==> config.mk <==
export PLATFORM = sky130hd
export DESIGN_NAME = exe_multdiv_unit
export DESIGN_NICKNAME = d
export VERILOG_FILES = /design/src/rtl/exe_multdiv_unit.sv
export SDC_FILE = /design/constraint.sdc
export NUM_CORES = 2
export LEC_CHECK = 0
export BUFFER_PORTS_ARGS = -buffer_cell sky130_fd_sc_hd__buf_2
export CAP_MARGIN = 20
export CORE_MARGIN = 10
export CORE_UTILIZATION = 45
export CTS_CLUSTER_SIZE = 14
export DETAILED_ROUTE_END_ITERATION = 7
export GPL_TIMING_DRIVEN = 0
export SLEW_MARGIN = 25
export SYNTH_ARGS = -nofsm -noshare
export SYNTH_HDL_FRONTEND = slang
export SYNTH_SLANG_ARGS = --single-unit
export TNS_END_PERCENT = 50
==> constraint.sdc <==
create_clock -name clk -period 5.9 [get_ports clk]
set_input_delay 1.18 -clock clk [delete_from_list [all_inputs] [get_ports clk]]
set_output_delay 1.18 -clock clk [all_outputs]
set_load 0.005 [all_outputs]
==> src/rtl/exe_multdiv_unit.sv <==
// Iterative MULT/MULTU/DIV/DIVU engine for the EXE stage.
// Produces HI/LO results, raises a stall while busy, and honours flush aborts.
module exe_multdiv_unit #(
    parameter int unsigned MUL_CYCLES = 2,
    parameter int unsigned DIV_ITERS  = 32
) (
    input  logic        clk,
    input  logic        rst,
    input  logic [2:0]  EXE_MultDivOp,
    input  logic [31:0] EXE_rs_data,
    input  logic [31:0] EXE_rt_data,
    input  logic        EXE_Wr,
    input  logic        MultDiv_Abort,
    output logic        DIVMULTBusy,
    output logic        MultDiv_Valid,
    output logic [31:0] MultDiv_Hi,
    output logic [31:0] MultDiv_Lo
);

    typedef enum logic [1:0] {IDLE, RUN, DONE} state_t;

    localparam logic [2:0] OP_MULT  = 3'd1;
    localparam logic [2:0] OP_MULTU = 3'd2;
    localparam logic [2:0] OP_DIV   = 3'd3;
    localparam logic [2:0] OP_DIVU  = 3'd4;

    localparam logic [5:0] MUL_LAST = 6'(MUL_CYCLES - 1);
    localparam logic [5:0] DIV_LAST = 6'(DIV_ITERS - 1);

    state_t      state, state_next;
    logic [5:0]  count;
    logic        is_div;
    logic        neg_q;
    logic        neg_r;
    logic [31:0] dvsr;
    logic [63:0] acc;
    logic [31:0] hi_q, lo_q;

    logic        op_mul, op_div, op_signed, start;
    logic [31:0] rs_mag, rt_mag;
    logic [63:0] mul_mag;
    logic [32:0] rem_sh, diff;
    logic [63:0] acc_iter;
    logic [63:0] prod_fixed;
    logic [31:0] quo_fixed, rem_fixed;

    always_comb begin
        op_mul    = (EXE_MultDivOp == OP_MULT) || (EXE_MultDivOp == OP_MULTU);
        op_div    = (EXE_MultDivOp == OP_DIV)  || (EXE_MultDivOp == OP_DIVU);
        op_signed = (EXE_MultDivOp == OP_MULT) || (EXE_MultDivOp == OP_DIV);
        start     = (state == IDLE) && (op_mul || op_div) && !MultDiv_Abort && !rst;
        rs_mag    = (op_signed && EXE_rs_data[31]) ? -EXE_rs_data : EXE_rs_data;
        rt_mag    = (op_signed && EXE_rt_data[31]) ? -EXE_rt_data : EXE_rt_data;
        mul_mag   = {32'b0, rs_mag} * {32'b0, rt_mag};
    end

    // acc holds {remainder, quotient}; one restoring step shifts left and trial-subtracts
    always_comb begin
        rem_sh   = {acc[63:32], acc[31]};
        diff     = rem_sh - {1'b0, dvsr};
        acc_iter = diff[32] ? {rem_sh[31:0], acc[30:0], 1'b0}
                            : {diff[31:0],   acc[30:0], 1'b1};
        prod_fixed = neg_q ? -acc : acc;
        quo_fixed  = neg_q ? -acc_iter[31:0]  : acc_iter[31:0];
        rem_fixed  = neg_r ? -acc_iter[63:32] : acc_iter[63:32];
    end

    always_comb begin
        state_next    = state;
        DIVMULTBusy   = 1'b0;
        MultDiv_Valid = 1'b0;
        case (state)
            IDLE: begin
                if (start) begin
                    DIVMULTBusy = 1'b1;
                    state_next  = RUN;
                end
            end
            RUN: begin
                if (MultDiv_Abort) begin
                    state_next = IDLE;
                end else begin
                    DIVMULTBusy = 1'b1;
                    if (count == '0) state_next = DONE;
                end
            end
            DONE: begin
                if (MultDiv_Abort) begin
                    state_next = IDLE;
                end else begin
                    MultDiv_Valid = 1'b1;
                    if (EXE_Wr) state_next = IDLE;
                end
            end
            default: state_next = IDLE;
        endcase
    end

    always_ff @(posedge clk or posedge rst) begin
        if (rst) begin
            state  <= IDLE;
            count  <= '0;
            is_div <= 1'b0;
            neg_q  <= 1'b0;
            neg_r  <= 1'b0;
            dvsr   <= '0;
            acc    <= '0;
            hi_q   <= '0;
            lo_q   <= '0;
        end else begin
            state <= state_next;
            if (start) begin
                count  <= op_div ? DIV_LAST : MUL_LAST;
                is_div <= op_div;
                neg_q  <= op_signed && (EXE_rs_data[31] ^ EXE_rt_data[31]);
                neg_r  <= op_signed && EXE_rs_data[31];
                dvsr   <= rt_mag;
                acc    <= op_div ? {32'b0, rs_mag} : mul_mag;
            end else if (state == RUN && !MultDiv_Abort) begin
                count <= count - 6'd1;
                if (is_div) acc <= acc_iter;
                // results land only on the final, non-aborted RUN cycle
                if (count == '0) begin
                    if (is_div) begin
                        hi_q <= rem_fixed;
                        lo_q <= quo_fixed;
                    end else begin
                        hi_q <= prod_fixed[63:32];
                        lo_q <= prod_fixed[31:0];
                    end
                end
            end
        end
    end

    assign MultDiv_Hi = hi_q;
    assign MultDiv_Lo = lo_q;

endmodule

==> results by stage <==
Finish:
- Compared with the post-synthesis result, the final layout area differs by 22.22%.
- The final cell count without fillers is 7456.
- The library cell used most frequently in the layout, excluding fill and tap cells, is inv_1.
- The net count of the finished layout is 7334.
- Leaving out fill and tap cells, the most frequent cells in the layout are 936 x inv_1, 873 x fa_1, 771 x nand2_1.
- Of the cells placed in the final design, the portion with a size suffix greater than 1 is 17.67%.

STA:
- The post-route clock skew is 0.01618 ns.
- Summed over all failing endpoints, the final setup total negative slack is -188.91 ns.
- Setup repair after global routing could not meet its margin everywhere.
- The final-report max-slew violation count is 0.
- The final critical delay including setup and external delays is 10.18 ns.
- Setup violations remaining at the end of the flow were counted as 58.
- Dividing the final minimum period by the clock period gives 172.5%.
- The relative slew slack is 24.61%.
- The final setup slack of the worst path is -4.280 ns.
- The transition time of the tightest slew-check pin is 1.131 ns.
- Static timing analysis puts the maximum clock frequency at 98.23 MHz.
- The number of endpoints with negative hold slack in the final report is 0.

Place:
- Buffers placed on the I/O ports in this run total 135.
- The final estimated routing congestion in global placement is 1.024.
- The half-perimeter wire length of the detailed placement result is 166.0 mm.
- OpenSTA, run right after detailed placement, puts the worst setup slack at -6.761 ns.
- The cell count after placement is 7135.

Routing:
- The first detailed-routing pass took 6 iterations.
- The first routing iteration left 4544 violations.
- The final wirelength is 206.7 mm.
- The number of vias per cell is 5.876.
- For this run, design rule violations remaining after detail routing come to 0.
- The average wire length per cell after detail routing is 27.72 um.
- Summing over every cut layer, the via total after detailed routing is 43.81k.
- The post-detailed-route count of antenna-violating nets is 0.

Critical path:
- STA classifies the critical path startpoint as an input port.
- The required time reported for the critical path endpoint is 6.22 ns.
- The endpoint type of the worst setup path is a flip-flop.
- The cell that appears most often on the critical path is fa_1.
- The critical path arrival is 10.50 ns.
- The maximum single-stage delay on the critical path is 0.60 ns.
- Of all nets on the critical path, the largest fanout is 10.
- The slowest stage of the critical path belongs to the cell fa_2.
- By startpoint and endpoint, the worst setup path is classified as in -> reg.

Job:
- Across the run, the number of max-cap violations was 0.

Global routing:
- The first global-routing pass estimated 292.7 mm of wire.
- Global routing used 34.26% of the available tracks across all layers.
- The number of antenna violations at the first check in global routing is 23.
- The maximum number of pins on one net before global-route repair is 89.
- The number of global-route vias before repair is 42.89k.
- The overall overflow remaining after global route is 0.

Die:
- The number of rows created at floorplan is 117.
- The top-level port count is 137.
- In this run the vertical extent of the chip is 341.6 um.
- Once the floorplan was initialized, standard cells occupied 45.54% of the core.
- The die covers 116700 um^2.
- The placeable core region is 102200 um^2.
- The horizontal die dimension is 341.6 um.

Clock tree:
- The H-tree level count is 4.
- The maximum clock path buffer count is 2.
- The CTS tree is built.
- The tree is rooted in a clkbuf_16.
- The source-to-sink clock delay at the later pin of the worst-skew pair is 0.48 ns.
- The CTS clock-pin slew for the worst setup and hold paths is 0.08 ns.
- In this run, CTS created clock tree buffers numbering 17.
- Counting every sink on the clock net gives 171.

Synthesis:
- The post-synthesis sequential area ratio is 9.197%.
- In this run the biggest area consumer among cell types represents 38.59% of the synthesized area.
- The synthesized netlist occupies a cell area of 46530 um^2.
- The synthesized design spends more area on one cell type than any other, namely fa_1.
- The number of instances in the synthesized netlist is 5618.
- In the post-synthesis netlist, the biggest area contributors are fa_1 39%, dfrtp_1 9.2%, ha_1 8.1%, inv_1 7.7%, nand2_1 6.4%.
- The synthesized netlist net count is 6888.
- The flip-flop and latch count after synthesis is 171.
- Dividing the synthesized area by the synthesized cell count gives 8.282 um^2.
- The share of async-settable or async-resettable flops after synthesis is 100.0%.
- The number of synthesized flops with an enable pin is 0.
- The count of different cell masters after synthesis is 92.
- The most used flip-flop cell after synthesis is dfrtp_1.
- For this run, the number of Yosys warnings is 0.

Run status:
- The run finished, with violations left.
- The checks that failed: setup timing.

Worst hold path:
- The min-delay analysis places its worst path in the category reg -> reg.
[final timing paths]
check	from	endpoint	slack [ns]	cells after the start
min in group asynchronous	rst	MultDiv_Lo[4]	0.83	2
max in group asynchronous	rst	dvsr[25]	4.19	3
worst max register to register	acc[31]	MultDiv_Hi[28]	0.02	21
worst max-delay path	EXE_rt_data[3]	acc[60]	-4.28	35
worst min register to register	MultDiv_Lo[20]	MultDiv_Lo[20]	0.48	2
worst min-delay path	MultDiv_Lo[20]	MultDiv_Lo[20]	0.48	2
[flip-flops by register name, summed over array words and instances, names as in the netlist]
| register | count |
|---|---|
| acc | 64 |
| MultDiv_Hi | 32 |
| count | 6 |
| neg_r | 1 |
| is_div | 1 |
| state | 2 |
| dvsr | 32 |
| MultDiv_Lo | 32 |
| neg_q | 1 |
[what timing repair did]
item,in CTS,in global routing
setup endpoints to repair,75,67
gates resized for setup,405,402
cloned,0,2
pin swaps,109,167
setup buffers,135,144
hold buffers,0,0
[synthesized netlist by cell type (all sizes together), types with 9 or more instances]
library cell  count
and3             19
o21bai           13
nor2b            20
nor3             47
or2              12
nand3            48
nor4             24
a31oi            46
mux2i            30
xnor2           161
nor2            761
o41ai             9
nand2b           23
xor2            137
o211ai           18
nand2           790
ha              302
a21oi           207
o31ai            44
clkbuf          276
o21ai           252
nand4            22
dfrtp           171
buf              26
or3              29
a211oi           33
o22ai            14
inv             950
o21a             25
and2             28
a21o             48
fa              897
a22oi            11
or4              11
[layer usage]
metal / track usage (%) / up-vias / wire (um)
met1: 44.73 / 22221 / 77480
met5: 0 / - / 84
met2: 51.13 / 2630 / 89760
met3: 8.984 / 596 / 24550
li1: - / 18351 / -
met4: 19.73 / 14 / 14810
[through the flow]
| stage | area (um^2) | hold WS, ns | util (%) |
|---|---|---|---|
| finish | 56870 | 0.4773 | 55.66 |
| global route | 56850 | 0.5015 | 55.64 |
| CTS | 54050 | 0.4834 | 52.90 |
| detailed placement | 50270 | 0.4691 | 49.20 |
| global placement | 49790 | 0.4593 | 48.73 |
| floorplan | 47410 | 0.4498 | - |
[layout make-up]
type | count | area, um^2
fill | 9515 | 45310
multi-input combinational | 4194 | 40980
sequential | 171 | 4279
timing repair buffer | 430 | 3593
inverter | 951 | 3593
buffer | 299 | 2092
tap | 1368 | 1712
clock buffer | 20 | 466.7
clock inverter | 12 | 127.6
antenna | 11 | 27.53
[kinds of logic (layout without fill, tap and decap cells)]
logic type                 after synthesis  count (layout)  synth area share, %
muxes                                   34              34               0.7664
DFF                                    171             171                9.197
xor gates and xnor gates               298             298                5.609
adders and majority gates             1199            1199                46.71
and+or+nand+nor                       1866            1866                16.83
AOI/OAI and AO/OA                      797             797                10.71
buffers and inverters                 1253            1712                10.18
other                                    0              11                    0
[worst max-delay path: cells and delay by family]
family | cells | cell delay, ns
compound gates | 11 | 2.00
fa+ha+maj | 9 | 4.39
simple gates | 6 | 1.32
buf+inv | 7 | 1.10
xor+xnor | 2 | 0.47
Power is left out: the tool's default activity adds up to more than one toggle a clock period on the data nets, which glitch-free logic cannot reach.
